File: src/rtl/fu_issue_sched_pkg.sv
`default_nettype none
// ============================================================================
// Module   : fu_issue_sched_pkg
// Purpose  : Shared types and constants for the issue scheduler: the
//            reservation-station row record, FU index constants, the row
//            count and a free-row counting helper.
// Ports    : none (package)
// Revision : 1.0 - initial release
// ============================================================================
package fu_issue_sched_pkg;

  localparam int NUM_ENTRIES = 16;

  // Rows store tags zero-extended to this width so the record type does not
  // depend on the instantiating module's PREG_W (which must be <= this).
  localparam int MAX_PREG_W = 8;

  localparam logic [1:0] FU_ALU0    = 2'd0;
  localparam logic [1:0] FU_ALU1    = 2'd1;
  localparam logic [1:0] FU_MEM     = 2'd2;
  localparam logic [1:0] FU_ILLEGAL = 2'd3;

  typedef struct packed {
    logic                  valid;
    logic                  r1;
    logic                  r2;
    logic [MAX_PREG_W-1:0] ps1;
    logic [MAX_PREG_W-1:0] ps2;
    logic [MAX_PREG_W-1:0] pd;
    logic [1:0]            fu;
  } row_t;

  function automatic logic [4:0] count_free(input logic [NUM_ENTRIES-1:0] v);
    logic [4:0] cnt;
    cnt = '0;
    for (int i = 0; i < NUM_ENTRIES; i++) begin
      if (!v[i]) cnt = cnt + 5'd1;
    end
    return cnt;
  endfunction

endpackage
`default_nettype wire

File: src/rtl/fu_issue_sched_if.sv
`default_nettype none
// ============================================================================
// Module   : fu_issue_sched_if
// Purpose  : Bundle of allocation, wakeup, FU-ready and issue signals of the
//            issue scheduler.
// Ports    : master - dispatch/writeback/FU side (drives alloc_*, wb_*,
//                     fu_ready; observes alloc_idx_*, alloc_rdy, issue_*,
//                     free_cnt, err)
//            slave  - scheduler side (reverse directions)
// Revision : 1.0 - initial release
// ============================================================================
interface fu_issue_sched_if #(
  parameter int NUM_FU = 3,
  parameter int PREG_W = 6
);
  logic                     alloc_v_1;
  logic                     alloc_v_2;
  logic [PREG_W-1:0]        alloc_ps1_1;
  logic [PREG_W-1:0]        alloc_ps2_1;
  logic [PREG_W-1:0]        alloc_pd_1;
  logic [PREG_W-1:0]        alloc_ps1_2;
  logic [PREG_W-1:0]        alloc_ps2_2;
  logic [PREG_W-1:0]        alloc_pd_2;
  logic                     alloc_r1_1;
  logic                     alloc_r2_1;
  logic                     alloc_r1_2;
  logic                     alloc_r2_2;
  logic [1:0]               alloc_fu_1;
  logic [1:0]               alloc_fu_2;
  logic [3:0]               alloc_idx_1;
  logic [3:0]               alloc_idx_2;
  logic [1:0]               alloc_rdy;
  logic [NUM_FU-1:0]        wb_v;
  logic [NUM_FU*PREG_W-1:0] wb_tag;
  logic [NUM_FU-1:0]        fu_ready;
  logic [NUM_FU-1:0]        issue_v;
  logic [NUM_FU*4-1:0]      issue_idx;
  logic [4:0]               free_cnt;
  logic                     err;

  modport master (
    output alloc_v_1, alloc_v_2,
    output alloc_ps1_1, alloc_ps2_1, alloc_pd_1,
    output alloc_ps1_2, alloc_ps2_2, alloc_pd_2,
    output alloc_r1_1, alloc_r2_1, alloc_r1_2, alloc_r2_2,
    output alloc_fu_1, alloc_fu_2,
    output wb_v, wb_tag, fu_ready,
    input  alloc_idx_1, alloc_idx_2, alloc_rdy,
    input  issue_v, issue_idx, free_cnt, err
  );

  modport slave (
    input  alloc_v_1, alloc_v_2,
    input  alloc_ps1_1, alloc_ps2_1, alloc_pd_1,
    input  alloc_ps1_2, alloc_ps2_2, alloc_pd_2,
    input  alloc_r1_1, alloc_r2_1, alloc_r1_2, alloc_r2_2,
    input  alloc_fu_1, alloc_fu_2,
    input  wb_v, wb_tag, fu_ready,
    output alloc_idx_1, alloc_idx_2, alloc_rdy,
    output issue_v, issue_idx, free_cnt, err
  );
endinterface
`default_nettype wire

File: src/rtl/fu_issue_sched_rr_pick16.sv
`default_nettype none
// ============================================================================
// Module   : rr_pick16
// Purpose  : 16-way round-robin picker. Searches i_req starting at row
//            i_base and wrapping, returning the first requesting row.
// Ports    : i_req     - request vector, one bit per row
//            i_base    - row where the search starts
//            o_gnt_v   - a request was found
//            o_gnt_idx - granted row (0 when none)
// Revision : 1.0 - initial release
// ============================================================================
module rr_pick16 (
  input  logic [15:0] i_req,
  input  logic [3:0]  i_base,
  output logic        o_gnt_v,
  output logic [3:0]  o_gnt_idx
);

  always_comb begin
    o_gnt_v   = 1'b0;
    o_gnt_idx = '0;
    for (int k = 0; k < 16; k++) begin
      // 4-bit sum wraps naturally past row 15.
      if (!o_gnt_v && i_req[i_base + 4'(k)]) begin
        o_gnt_v   = 1'b1;
        o_gnt_idx = i_base + 4'(k);
      end
    end
  end

endmodule
`default_nettype wire

File: src/rtl/fu_issue_sched.sv
`default_nettype none
// ============================================================================
// Module   : fu_issue_sched
// Purpose  : 16-row reservation-station issue scheduler. Two allocation
//            slots per cycle, tag-broadcast wakeup, and one round-robin
//            issue selection per functional unit with registered issue
//            outputs. FU 2 is the memory unit; FU index 3 is illegal and
//            sets a sticky error.
// Ports    : clk  - rising-edge clock
//            rst  - synchronous active-high reset
//            bus  - fu_issue_sched_if.slave (alloc_*, wb_*, fu_ready in;
//                   alloc_idx_*, alloc_rdy, issue_*, free_cnt, err out)
// Config   : SCHED_WAKEUP_BYPASS_EN - when defined, a wakeup broadcast in
//            cycle N makes a row eligible in cycle N instead of N+1.
// Revision : 1.0 - initial release
// ============================================================================
module fu_issue_sched #(
  parameter int NUM_ENTRIES = fu_issue_sched_pkg::NUM_ENTRIES,
  parameter int NUM_FU      = 3,
  parameter int PREG_W      = 6
) (
  input  logic              clk,
  input  logic              rst,
  fu_issue_sched_if.slave   bus
);
  import fu_issue_sched_pkg::*;

  function automatic logic [MAX_PREG_W-1:0] ext_tag(input logic [PREG_W-1:0] t);
    logic [MAX_PREG_W-1:0] e;
    e            = '0;
    e[PREG_W-1:0] = t;
    return e;
  endfunction

  row_t                    r_rows     [NUM_ENTRIES];
  row_t                    w_rows_nxt [NUM_ENTRIES];
  row_t                    w_new_1;
  row_t                    w_new_2;
  logic [NUM_ENTRIES-1:0]  w_valid;
  logic [NUM_ENTRIES-1:0]  w_valid_nxt;
  logic [NUM_ENTRIES-1:0]  w_hit1;
  logic [NUM_ENTRIES-1:0]  w_hit2;
  logic [NUM_ENTRIES-1:0]  w_elig;
  logic                    w_ahit1_1, w_ahit2_1, w_ahit1_2, w_ahit2_2;
  logic                    w_found_1, w_found_2;
  logic [3:0]              w_idx_1, w_idx_2;
  logic                    w_take_1, w_take_2, w_err_set;
  logic [NUM_FU-1:0]       w_gnt_v;
  logic [NUM_FU-1:0][3:0]  w_gnt_idx;

  logic [NUM_FU-1:0]       r_issue_v;
  logic [NUM_FU-1:0][3:0]  r_issue_idx;
  logic [NUM_FU-1:0][3:0]  r_rr_ptr;
  logic [4:0]              r_free_cnt;
  logic                    r_err;

  // Free-row search: first two invalid rows from the registered state.
  always_comb begin
    w_found_1 = 1'b0;
    w_found_2 = 1'b0;
    w_idx_1   = '0;
    w_idx_2   = '0;
    for (int i = 0; i < NUM_ENTRIES; i++) begin
      w_valid[i] = r_rows[i].valid;
      if (!r_rows[i].valid) begin
        if (!w_found_1) begin
          w_found_1 = 1'b1;
          w_idx_1   = i[3:0];
        end else if (!w_found_2) begin
          w_found_2 = 1'b1;
          w_idx_2   = i[3:0];
        end
      end
    end
  end

  // Wakeup tag match against resident rows and against the rows being
  // allocated this cycle, so an op never misses a same-cycle broadcast.
  always_comb begin
    w_hit1    = '0;
    w_hit2    = '0;
    w_ahit1_1 = 1'b0;
    w_ahit2_1 = 1'b0;
    w_ahit1_2 = 1'b0;
    w_ahit2_2 = 1'b0;
    for (int f = 0; f < NUM_FU; f++) begin
      if (bus.wb_v[f]) begin
        for (int i = 0; i < NUM_ENTRIES; i++) begin
          if (r_rows[i].valid && r_rows[i].ps1 == ext_tag(bus.wb_tag[f*PREG_W +: PREG_W])) w_hit1[i] = 1'b1;
          if (r_rows[i].valid && r_rows[i].ps2 == ext_tag(bus.wb_tag[f*PREG_W +: PREG_W])) w_hit2[i] = 1'b1;
        end
        if (bus.alloc_ps1_1 == bus.wb_tag[f*PREG_W +: PREG_W]) w_ahit1_1 = 1'b1;
        if (bus.alloc_ps2_1 == bus.wb_tag[f*PREG_W +: PREG_W]) w_ahit2_1 = 1'b1;
        if (bus.alloc_ps1_2 == bus.wb_tag[f*PREG_W +: PREG_W]) w_ahit1_2 = 1'b1;
        if (bus.alloc_ps2_2 == bus.wb_tag[f*PREG_W +: PREG_W]) w_ahit2_2 = 1'b1;
      end
    end
  end

  always_comb begin
    for (int i = 0; i < NUM_ENTRIES; i++) begin
`ifdef SCHED_WAKEUP_BYPASS_EN
      w_elig[i] = r_rows[i].valid && (r_rows[i].r1 || w_hit1[i]) && (r_rows[i].r2 || w_hit2[i]);
`else
      w_elig[i] = r_rows[i].valid && r_rows[i].r1 && r_rows[i].r2;
`endif
    end
  end

  for (genvar f = 0; f < NUM_FU; f++) begin : g_fu
    logic [15:0] w_req;
    always_comb begin
      w_req = '0;
      for (int i = 0; i < NUM_ENTRIES; i++) begin
        w_req[i] = w_elig[i] && (r_rows[i].fu == 2'(f)) && bus.fu_ready[f];
      end
    end
    rr_pick16 u_pick (
      .i_req     (w_req),
      .i_base    (r_rr_ptr[f]),
      .o_gnt_v   (w_gnt_v[f]),
      .o_gnt_idx (w_gnt_idx[f])
    );
  end

  // Allocation: illegal FU requests are dropped and only raise err.
  always_comb begin
    w_take_1  = bus.alloc_v_1 && w_found_1 && (bus.alloc_fu_1 != FU_ILLEGAL);
    w_take_2  = bus.alloc_v_2 && w_found_2 && (bus.alloc_fu_2 != FU_ILLEGAL);
    w_err_set = (bus.alloc_v_1 && w_found_1 && (bus.alloc_fu_1 == FU_ILLEGAL)) ||
                (bus.alloc_v_2 && w_found_2 && (bus.alloc_fu_2 == FU_ILLEGAL));

    w_new_1       = '0;
    w_new_1.valid = 1'b1;
    w_new_1.r1    = bus.alloc_r1_1 || w_ahit1_1;
    w_new_1.r2    = bus.alloc_r2_1 || w_ahit2_1;
    w_new_1.ps1   = ext_tag(bus.alloc_ps1_1);
    w_new_1.ps2   = ext_tag(bus.alloc_ps2_1);
    w_new_1.pd    = ext_tag(bus.alloc_pd_1);
    w_new_1.fu    = bus.alloc_fu_1;

    w_new_2       = '0;
    w_new_2.valid = 1'b1;
    w_new_2.r1    = bus.alloc_r1_2 || w_ahit1_2;
    w_new_2.r2    = bus.alloc_r2_2 || w_ahit2_2;
    w_new_2.ps1   = ext_tag(bus.alloc_ps1_2);
    w_new_2.ps2   = ext_tag(bus.alloc_ps2_2);
    w_new_2.pd    = ext_tag(bus.alloc_pd_2);
    w_new_2.fu    = bus.alloc_fu_2;
  end

  // Next row state: wakeup, then issue clears, then allocation. Granted and
  // allocated rows never coincide because allocation only targets rows that
  // are invalid in the registered state.
  always_comb begin
    w_rows_nxt = r_rows;
    for (int i = 0; i < NUM_ENTRIES; i++) begin
      if (w_hit1[i]) w_rows_nxt[i].r1 = 1'b1;
      if (w_hit2[i]) w_rows_nxt[i].r2 = 1'b1;
    end
    for (int f = 0; f < NUM_FU; f++) begin
      if (w_gnt_v[f]) w_rows_nxt[w_gnt_idx[f]].valid = 1'b0;
    end
    if (w_take_1) w_rows_nxt[w_idx_1] = w_new_1;
    if (w_take_2) w_rows_nxt[w_idx_2] = w_new_2;
    for (int i = 0; i < NUM_ENTRIES; i++) begin
      w_valid_nxt[i] = w_rows_nxt[i].valid;
    end
  end

  always_ff @(posedge clk) begin
    if (rst) begin
      for (int i = 0; i < NUM_ENTRIES; i++) r_rows[i] <= '0;
      r_issue_v   <= '0;
      r_issue_idx <= '0;
      r_rr_ptr    <= '0;
      r_free_cnt  <= 5'(NUM_ENTRIES);
      r_err       <= 1'b0;
    end else begin
      r_rows      <= w_rows_nxt;
      r_issue_v   <= w_gnt_v;
      r_issue_idx <= w_gnt_idx;
      for (int f = 0; f < NUM_FU; f++) begin
        if (w_gnt_v[f]) r_rr_ptr[f] <= w_gnt_idx[f] + 4'd1;
      end
      r_free_cnt  <= count_free(w_valid_nxt);
      if (w_err_set) r_err <= 1'b1;
    end
  end

  assign bus.alloc_idx_1 = w_idx_1;
  assign bus.alloc_idx_2 = w_idx_2;
  assign bus.alloc_rdy   = {w_found_2, w_found_1};
  assign bus.issue_v     = r_issue_v;
  assign bus.issue_idx   = r_issue_idx;
  assign bus.free_cnt    = r_free_cnt;
  assign bus.err         = r_err;

endmodule
`default_nettype wire

File: src/flat_wrapper.sv
// flat-port wrapper written by rule: the top's interface ports become plain ports
module fu_issue_sched_flat import fu_issue_sched_pkg::*;
#(
  parameter int NUM_ENTRIES = fu_issue_sched_pkg::NUM_ENTRIES,
  parameter int NUM_FU      = 3,
  parameter int PREG_W      = 6
)
  (clk, rst, bus_alloc_v_1, bus_alloc_v_2, bus_alloc_ps1_1, bus_alloc_ps2_1, bus_alloc_pd_1, bus_alloc_ps1_2, bus_alloc_ps2_2, bus_alloc_pd_2, bus_alloc_r1_1, bus_alloc_r2_1, bus_alloc_r1_2, bus_alloc_r2_2, bus_alloc_fu_1, bus_alloc_fu_2, bus_wb_v, bus_wb_tag, bus_fu_ready, bus_alloc_idx_1, bus_alloc_idx_2, bus_alloc_rdy, bus_issue_v, bus_issue_idx, bus_free_cnt, bus_err);
  fu_issue_sched_if #(.NUM_FU(NUM_FU), .PREG_W(PREG_W)) bus_i ();
  input  logic clk;
  input  logic rst;
  input wire logic [$bits(bus_i.alloc_v_1)-1:0] bus_alloc_v_1;
  input wire logic [$bits(bus_i.alloc_v_2)-1:0] bus_alloc_v_2;
  input wire logic [$bits(bus_i.alloc_ps1_1)-1:0] bus_alloc_ps1_1;
  input wire logic [$bits(bus_i.alloc_ps2_1)-1:0] bus_alloc_ps2_1;
  input wire logic [$bits(bus_i.alloc_pd_1)-1:0] bus_alloc_pd_1;
  input wire logic [$bits(bus_i.alloc_ps1_2)-1:0] bus_alloc_ps1_2;
  input wire logic [$bits(bus_i.alloc_ps2_2)-1:0] bus_alloc_ps2_2;
  input wire logic [$bits(bus_i.alloc_pd_2)-1:0] bus_alloc_pd_2;
  input wire logic [$bits(bus_i.alloc_r1_1)-1:0] bus_alloc_r1_1;
  input wire logic [$bits(bus_i.alloc_r2_1)-1:0] bus_alloc_r2_1;
  input wire logic [$bits(bus_i.alloc_r1_2)-1:0] bus_alloc_r1_2;
  input wire logic [$bits(bus_i.alloc_r2_2)-1:0] bus_alloc_r2_2;
  input wire logic [$bits(bus_i.alloc_fu_1)-1:0] bus_alloc_fu_1;
  input wire logic [$bits(bus_i.alloc_fu_2)-1:0] bus_alloc_fu_2;
  input wire logic [$bits(bus_i.wb_v)-1:0] bus_wb_v;
  input wire logic [$bits(bus_i.wb_tag)-1:0] bus_wb_tag;
  input wire logic [$bits(bus_i.fu_ready)-1:0] bus_fu_ready;
  output wire logic [$bits(bus_i.alloc_idx_1)-1:0] bus_alloc_idx_1;
  output wire logic [$bits(bus_i.alloc_idx_2)-1:0] bus_alloc_idx_2;
  output wire logic [$bits(bus_i.alloc_rdy)-1:0] bus_alloc_rdy;
  output wire logic [$bits(bus_i.issue_v)-1:0] bus_issue_v;
  output wire logic [$bits(bus_i.issue_idx)-1:0] bus_issue_idx;
  output wire logic [$bits(bus_i.free_cnt)-1:0] bus_free_cnt;
  output wire logic [$bits(bus_i.err)-1:0] bus_err;
  assign bus_i.alloc_v_1 = bus_alloc_v_1;
  assign bus_i.alloc_v_2 = bus_alloc_v_2;
  assign bus_i.alloc_ps1_1 = bus_alloc_ps1_1;
  assign bus_i.alloc_ps2_1 = bus_alloc_ps2_1;
  assign bus_i.alloc_pd_1 = bus_alloc_pd_1;
  assign bus_i.alloc_ps1_2 = bus_alloc_ps1_2;
  assign bus_i.alloc_ps2_2 = bus_alloc_ps2_2;
  assign bus_i.alloc_pd_2 = bus_alloc_pd_2;
  assign bus_i.alloc_r1_1 = bus_alloc_r1_1;
  assign bus_i.alloc_r2_1 = bus_alloc_r2_1;
  assign bus_i.alloc_r1_2 = bus_alloc_r1_2;
  assign bus_i.alloc_r2_2 = bus_alloc_r2_2;
  assign bus_i.alloc_fu_1 = bus_alloc_fu_1;
  assign bus_i.alloc_fu_2 = bus_alloc_fu_2;
  assign bus_i.wb_v = bus_wb_v;
  assign bus_i.wb_tag = bus_wb_tag;
  assign bus_i.fu_ready = bus_fu_ready;
  assign bus_alloc_idx_1 = bus_i.alloc_idx_1;
  assign bus_alloc_idx_2 = bus_i.alloc_idx_2;
  assign bus_alloc_rdy = bus_i.alloc_rdy;
  assign bus_issue_v = bus_i.issue_v;
  assign bus_issue_idx = bus_i.issue_idx;
  assign bus_free_cnt = bus_i.free_cnt;
  assign bus_err = bus_i.err;
  fu_issue_sched #(.NUM_ENTRIES(NUM_ENTRIES), .NUM_FU(NUM_FU), .PREG_W(PREG_W)) u_core (.clk(clk), .rst(rst), .bus(bus_i));
endmodule
File: config.mk
export PLATFORM = sky130hd
export DESIGN_NAME = fu_issue_sched_flat
export DESIGN_NICKNAME = d
export VERILOG_FILES = /design/src/rtl/fu_issue_sched_pkg.sv /design/src/rtl/fu_issue_sched_if.sv /design/src/rtl/fu_issue_sched_rr_pick16.sv /design/src/rtl/fu_issue_sched.sv /design/src/flat_wrapper.sv
export SDC_FILE = /design/constraint.sdc
export NUM_CORES = 2
export LEC_CHECK = 0
export ABC_AREA = 0
export BUFFER_PORTS_ARGS = -buffer_cell sky130_fd_sc_hd__buf_4
export CAP_MARGIN = 20
export CORE_AREA = 2 2 260 262
export DETAILED_ROUTE_END_ITERATION = 8
export DIE_AREA = 0 0 262 264
export PLACE_DENSITY_LB_ADDON = 0.1
export SYNTH_ARGS = -nofsm -noshare
export SYNTH_HDL_FRONTEND = slang
export SYNTH_SLANG_ARGS = --single-unit
File: constraint.sdc
create_clock -name clk -period 16.8 [get_ports clk]
set_input_delay 1.68 -clock clk [delete_from_list [all_inputs] [get_ports clk]]
set_output_delay 1.68 -clock clk [all_outputs]
set_load 0.02 [all_outputs]
# --- Word-level counts from Yosys, hierarchy flattened ---
# Index checks and enable logic that the tools add are counted.
word_totals:
  regBits: 497
  latch_bits: 0
  ram_bits: 0
  rom_bits: 0
  in_bits: 72
  output_inout_bits: 31
  memories: 0
classes:
  add_sub_neg: 63
  multipliers: 0
  div: 0
  magnitude_cmp: 58
  n_eq_ne: 144
  shift: 0
  muxes: 520
  bitwise_logic: 5
  reduce_logical: 346
op_table:
  columns: ["op", "n"]
  rows:
  - ["bitwise mux 464 bit", 5]
  - ["2-to-1 mux 464 bit", 5]
  - ["== test 8 x 6 -> 1 bit", 96]
  - ["demux 29 bit (select 4 bit)", 5]
  - ["2-to-1 mux 4 bit", 120]
  - ["2-to-1 mux 1 bit", 296]
  - ["logical AND 1 bit", 280]
  - ["less-than comparator 4 x 5 -> 1 bit, second input constant", 48]
  - ["binary-select mux 1 bit (select 4 bit)", 48]
  - ["2-to-1 mux 5 bit", 30]
  - ["2-to-1 mux 29 bit", 5]
  - ["adder 4 bit, second input constant", 24]
  - ["2-to-1 mux 16 bit", 6]
  - ["adder 5 x 1 -> 5 bit, second input constant", 15]
  - ["== test 6 bit", 12]
  - ["adder 4 x 3 -> 4 bit, second input constant", 12]
  - ["logical NOT 1 bit", 45]
  - ["== test 2 bit, second input constant", 18]
  - ["== test 2 x 1 -> 1 bit, second input constant", 16]
  - ["logical NOT 2 bit", 16]
  - ["greater-or-equal comparator 5 bit, second input constant", 5]
  - ["less-than comparator 5 x 1 -> 1 bit, second input constant", 5]
  - ["inverter 4 -> 5 bit", 5]
  - ["adder 4 x 1 -> 4 bit, second input constant", 6]
  - ["other kinds (3)", 13]

# --- Logic depth before layout (Yosys ltp) ---
depth:
  ltp_word: 113
  mapped_depth: 75

# --- Hierarchy ---
# From an unflattened synthesis, not the netlist that was laid out.
unflattened:
  cells_unflattened: 4222
  hier_area_um2: 34449.3
by_module_without_submodules:
  columns: ["mod", "instances", "cells_each", "area_per_inst_um2"]
  rows:
  - ["fu_issue_sched", 1, 3481, 28188.3]
  - ["rr_pick16", 3, 247, 2087.0]

# --- Worst setup path after synthesis ---
# No wires, ideal clock.
synth_timing:
  path_type: "input to register"
  start: "input port bus_fu_ready[2]"
  end: "register u_core.r_free_cnt[4], in the netlist u_core.bus.free_cnt[4]"
  setup_ps: 127
  arrival_ps: 13297
  required_time_ps: 16673
  slack_ps: 3376
  path_stages: 68
  n_path_buf: 3
  path_cell_list: "buf_2 -> buf_2 -> and2_1 -> clkbuf_1 -> a22o_1 -> a22oi_1 -> or3b_4 -> or2_1 -> o21ai_0 -> o21ai_0 -> a211o_1 -> nor2_1 -> nor2b_1 -> a31oi_1 -> o21ai_0 -> ha_1 -> and2_1 -> a221o_1 -> [32 not listed] -> a31oi_1 -> nor2_1 -> xnor2_1 -> mux2i_1 -> ha_1 -> nor4_1 -> nor2_1 -> xnor2_1 -> mux2_2 -> ha_1 -> nor2_1 -> nor2_1 -> ha_1 -> nand3_1 -> o21bai_1 -> a211o_1 -> a211oi_1 -> o21ai_1"
synth_via:
  elab_chain_cells: 106
  word_cells_on_any_way: 168
  cone_classes: "15 x add/sub; 2 x order compare; 103 x mux; 1 x bitwise; 47 x reduce/logical"
synth_lines:
  columns: ["element", "line", "source"]
  rows:
  - ["start, declared", "flat_wrapper.sv:28", "input wire logic [$bits(bus_i.fu_ready)-1:0] bus_fu_ready;"]
  - ["logical AND 1 bit", "fu_issue_sched.sv:115", "w_req[i] = w_elig[i] && (r_rows[i].fu == 2'(f)) && bus.fu_ready[f];"]
  - ["binary-select mux 1 bit (select 4 bit)", "fu_issue_sched_rr_pick16.sv:24", "if (!o_gnt_v && i_req[i_base + 4'(k)]) begin"]
  - ["2-to-1 mux 1 bit (implied by the code)", "fu_issue_sched_rr_pick16.sv:24", null]
  - ["2-to-1 mux 1 bit", "fu_issue_sched_rr_pick16.sv:24", null]
  - ["logical NOT 1 bit", "fu_issue_sched_rr_pick16.sv:24", null]
  - ["logical AND 1 bit", "fu_issue_sched_rr_pick16.sv:24", null]
  - ["2-to-1 mux 1 bit", "fu_issue_sched_rr_pick16.sv:24", null]
  - ["logical NOT 1 bit", "fu_issue_sched_rr_pick16.sv:24", null]
  - ["[90 not listed]", null, null]
  - ["adder 5 x 1 -> 5 bit", "fu_issue_sched_pkg.sv:37", "if (!v[i]) cnt = cnt + 5'd1;"]
  - ["2-to-1 mux 5 bit", "fu_issue_sched_pkg.sv:37", null]
  - ["2-to-1 mux 5 bit", "fu_issue_sched.sv:172", "if (rst) begin"]
  - ["adder 5 x 1 -> 5 bit", "fu_issue_sched_pkg.sv:37", null]
  - ["2-to-1 mux 5 bit", "fu_issue_sched_pkg.sv:37", null]
  - ["2-to-1 mux 5 bit", "fu_issue_sched.sv:172", null]
  - ["adder 5 x 1 -> 5 bit", "fu_issue_sched_pkg.sv:37", null]
  - ["2-to-1 mux 5 bit *", "fu_issue_sched_pkg.sv:37", null]
  - ["end signal, assigned", "fu_issue_sched.sv:177", "r_free_cnt <= 5'(NUM_ENTRIES);"]
  - ["end signal, assigned", "fu_issue_sched.sv:186", "r_free_cnt <= count_free(w_valid_nxt);"]
  - ["end, declared", "fu_issue_sched.sv:54", "logic [4:0] r_free_cnt;"]
# Every way passes the cells marked *; elsewhere a longest branch is shown, timed or not. The select of a mux whose other input is x is not followed.
# A chain may end at the register's enable or synchronous reset.

# --- Final worst setup path ---
layout_timing:
  start: "register u_core.r_rr_ptr[5] in the netlist's numbering"
  end: "register u_core.r_free_cnt[4], in the netlist u_core.bus.free_cnt[4]"
layout_via:
  elab_chain_cells: 107
  word_cells_on_any_way: 169
  cone_classes: "30 x add/sub; 2 x order compare; 105 x mux; 1 x bitwise; 31 x reduce/logical"
layout_lines:
  columns: ["element", "line", "source"]
  rows:
  - ["start, declared", "fu_issue_sched.sv:53", "logic [NUM_FU-1:0][3:0] r_rr_ptr;"]
  - ["start signal, assigned by index", "fu_issue_sched.sv:184", "if (w_gnt_v[f]) r_rr_ptr[f] <= w_gnt_idx[f] + 4'd1;"]
  - ["branches (longest 54 deep; another with adder 4 x 1 -> 4 bit)", null, null]
  - ["2-to-1 mux 464 bit *", "fu_issue_sched.sv:162", "if (w_gnt_v[f]) w_rows_nxt[w_gnt_idx[f]].valid = 1'b0;"]
  - ["bitwise mux 464 bit", "fu_issue_sched.sv:162", null]
  - ["2-to-1 mux 464 bit *", "fu_issue_sched.sv:162", null]
  - ["bitwise mux 464 bit", "fu_issue_sched.sv:164", "if (w_take_1) w_rows_nxt[w_idx_1] = w_new_1;"]
  - ["2-to-1 mux 464 bit *", "fu_issue_sched.sv:164", null]
  - ["bitwise mux 464 bit", "fu_issue_sched.sv:165", "if (w_take_2) w_rows_nxt[w_idx_2] = w_new_2;"]
  - ["2-to-1 mux 464 bit *", "fu_issue_sched.sv:165", null]
  - ["[38 not listed]", null, null]
  - ["adder 5 x 1 -> 5 bit", "fu_issue_sched_pkg.sv:37", null]
  - ["2-to-1 mux 5 bit", "fu_issue_sched_pkg.sv:37", null]
  - ["2-to-1 mux 5 bit", "fu_issue_sched.sv:172", null]
  - ["adder 5 x 1 -> 5 bit", "fu_issue_sched_pkg.sv:37", null]
  - ["2-to-1 mux 5 bit", "fu_issue_sched_pkg.sv:37", null]
  - ["2-to-1 mux 5 bit", "fu_issue_sched.sv:172", null]
  - ["adder 5 x 1 -> 5 bit", "fu_issue_sched_pkg.sv:37", null]
  - ["2-to-1 mux 5 bit *", "fu_issue_sched_pkg.sv:37", null]
# Every way passes the cells marked *. The select of a mux whose other input is x is not followed.

==> flow_summary.json <==
{
  "worst_ep_arrival_time_ps": 15650,
  "holdCritStartpoint": "u_core.r_rows[141]",
  "cts_made_buffers": 45,
  "yosysSeqAreaShare_pct": 20.4,
  "port-buffer-count": 90,
  "cts_hold_repair.buffers": 0,
  "max_cap_violations": 0,
  "max-clock-path-buffers": 3,
  "worst_path_max_delay_cell": "sky130_fd_sc_hd__ha_1",
  "synth.top_cell.area_share_pct": 20.4,
  "num_vias": 36400,
  "grt_pass1_wl_um": 211000,
  "fp-row-count": 95,
  "run_status": "finished, final reports clean",
  "r2r_setup_slack_ps": 1600,
  "detailedPlacementHpwl_um": 94400,
  "ctsResizeCount": 0,
  "timing.critical_path.from": "u_core.r_rr_ptr[5]",
  "netlist_top_cells_area": "sky130_fd_sc_hd__dfxtp_1 20%, sky130_fd_sc_hd__xnor2_1 9.1%, sky130_fd_sc_hd__xor2_1 8.3%",
  "min_path_type": "reg2reg",
  "viasPerCell": 6.78,
  "synth_edf_count": 0,
  "ctsHtreeMaxLevel": 2,
  "initial_utilization_pct": 54.4,
  "post_cts_buffers": 0,
  "grt_setup_unrepaired": "false",
  "net_count_after_synthesis": 4778,
  "setup_violations": 0,
  "critPathBufInv": 8,
  "postSynthRegisterBits": 369,
  "number_of_antenna_violations_at_the_first_check_in_global_routing": 1,
  "drtIter0Drc": 4122,
  "syn_to_layout_area_delta_pct": 6.39,
  "tritoncts": "built",
  "drt_first_pass_iters": 6,
  "largest_stage_delay_on_the_critical_path_ps": 830,
  "finClkSkew_ps": 58.5,
  "cts.root.buffer_cell": "sky130_fd_sc_hd__clkbuf_16",
  "first_global_vias": 33800,
  "top_library_cells_by_usage_in_the_layout_fill_and_taps_aside": "495 x sky130_fd_sc_hd__nor2_1, 376 x sky130_fd_sc_hd__xnor2_1, 369 x sky130_fd_sc_hd__dfxtp_1, 343 x sky130_fd_sc_hd__xor2_1, 264 x sky130_fd_sc_hd__mux2i_1",
  "timing.setup.tns_ps": 0,
  "detail_route.wirelength_um": 141000,
  "route.antenna.remaining_nets": 0,
  "critPathCaptureType": "register",
  "grt_overflow": 0,
  "synthDominantAreaCellType": "sky130_fd_sc_hd__dfxtp_1",
  "clock_latency_ps": 630,
  "synth.cell_area_um2": 36200,
  "drv_slew": 0,
  "required_ps": 17250,
  "grt_start_max_net_pins": 103,
  "final_nets": 4593,
  "routed_wire_length_per_instance_um": 26.2,
  "layout-drive-gt1-share_pct": 9.06,
  "crit_fanout": 33,
  "hold_viol": 0,
  "worst_r2r_startpoint": "u_core.r_rr_ptr[5]",
  "critical_path.top_delay_family": "compound AO/OA/AOI/OAI gates",
  "io_pins": 103,
  "criticalPathCategory": "reg2reg",
  "async_reset_ff_share_pct": 0,
  "design.die.area_um2": 69200,
  "post-route-period-util_pct": 90.5,
  "synth_cell_types": 137,
  "synthesis.instances": 4653,
  "die-width_um": 262,
  "die_height_um": 264,
  "finalWorstPathRequiredPeriod_ps": 15200,
  "syn_area_per_cell_um2": 7.78,
  "worst_setup_path_start_kind": "register",
  "relSlewSlack_pct": 18.1,
  "timing.critical_path.mode_cell": "sky130_fd_sc_hd__ha_1",
  "yosysWarningCount": 0,
  "place.gp.congestion": 1.04,
  "cts.reportedPaths.clkPinSlew_ps": 60,
  "timing.fmax_mhz": 65.8,
  "tightestPinTransition_ps": 1220,
  "dominantRegCellSynth": "sky130_fd_sc_hd__dfxtp_1",
  "core_outline_area_um2": 66600,
  "grt_usage_pct": 39.4,
  "final_common_cell": "sky130_fd_sc_hd__nor2_1",
  "numClockSinks": 369,
  "remaining_drc_errors": 0
}
state kept, by name, indices dropped and copies added (netlist names):
| name | count |
|---|---|
| u_core.bus.err | 1 |
| u_core.bus.free_cnt | 5 |
| u_core.bus.issue_idx | 12 |
| u_core.bus.issue_v | 3 |
| u_core.r_rows | 336 |
| u_core.r_rr_ptr | 12 |
cell usage after synthesis, types with 59 or more instances:
master                       n
sky130_fd_sc_hd__and2_1    104
sky130_fd_sc_hd__nor3_1    120
sky130_fd_sc_hd__clkbuf_1  263
sky130_fd_sc_hd__nor4_1    138
sky130_fd_sc_hd__inv_1      76
sky130_fd_sc_hd__buf_1      65
sky130_fd_sc_hd__nand3_1   114
sky130_fd_sc_hd__a21oi_1   137
sky130_fd_sc_hd__a31oi_1    59
sky130_fd_sc_hd__nand4_1   133
sky130_fd_sc_hd__a211oi_1  250
sky130_fd_sc_hd__nand2_1   244
sky130_fd_sc_hd__dfxtp_1   369
sky130_fd_sc_hd__xnor2_1   376
sky130_fd_sc_hd__nor2_1    500
sky130_fd_sc_hd__mux2i_1   264
sky130_fd_sc_hd__xor2_1    343
sky130_fd_sc_hd__o21ai_0   102
cell families after synthesis:
kind of cell    count (synthesis)  synth area share (%)
compound gates               1007                  20.3
fa+ha+maj                      58                  1.97
simple gates                 1702                  24.9
xor+xnor                      734                  18.2
mux                           288                  8.52
buf+inv                       495                  5.64
flops                         369                  20.4
per-stage QoR:
stage	instance area, um^2	hold WS, ps	utilization (%)	setup WS (ps)	cells
6_report	38500	458	57.9	1600	5375
5_1_grt	38500	469	57.9	381	5374
4_1_cts	38400	461	57.7	1830	5369
3_5_place_dp	36900	445	55.4	1410	5289
3_3_place_gp	36900	442	55.4	1590	5289
2_1_floorplan	36200	431	-	3380	4653
worst reg2reg max path, delay by kind of cell, from the launching register on:
kind,cells,cell delay (ps)
AOI/OAI and AO/OA,20,4980
muxes,2,380
xor gates and xnor gates,2,340
DFF,1,300
and+or+nand+nor,22,3510
buffers and inverters,8,1150
adders and majority gates,13,4430
per-layer routing:
metal | track usage, % | share of wire, %
met4 | 22.6 | 6.4
met3 | 5.51 | 9.2
met2 | 62.2 | 44
met1 | 51.3 | 40
met5 | 0 | 0
worst paths after layout:
path | endpoint | depth (start not counted)
hold / removal | u_core.r_rows[141] | 1
hold reg to reg | u_core.r_rows[141] | 1
setup reg to reg | u_core.bus.free_cnt[4] | 67
setup / recovery | u_core.bus.free_cnt[4] | 67
cell type report:
cell class | count | area (um^2)
multi-input cells | 3789 | 26800
clock inverters | 19 | 233
clock buffers | 61 | 1280
diodes | 1 | 2.50
fillers | 6302 | 28000
flip-flops and latches | 369 | 7390
inverters | 91 | 342
well taps | 873 | 1090
repair buffers | 172 | 1390
Power is left out: the tool's default activity adds up to more than one toggle a clock period on the data nets, which glitch-free logic cannot reach.
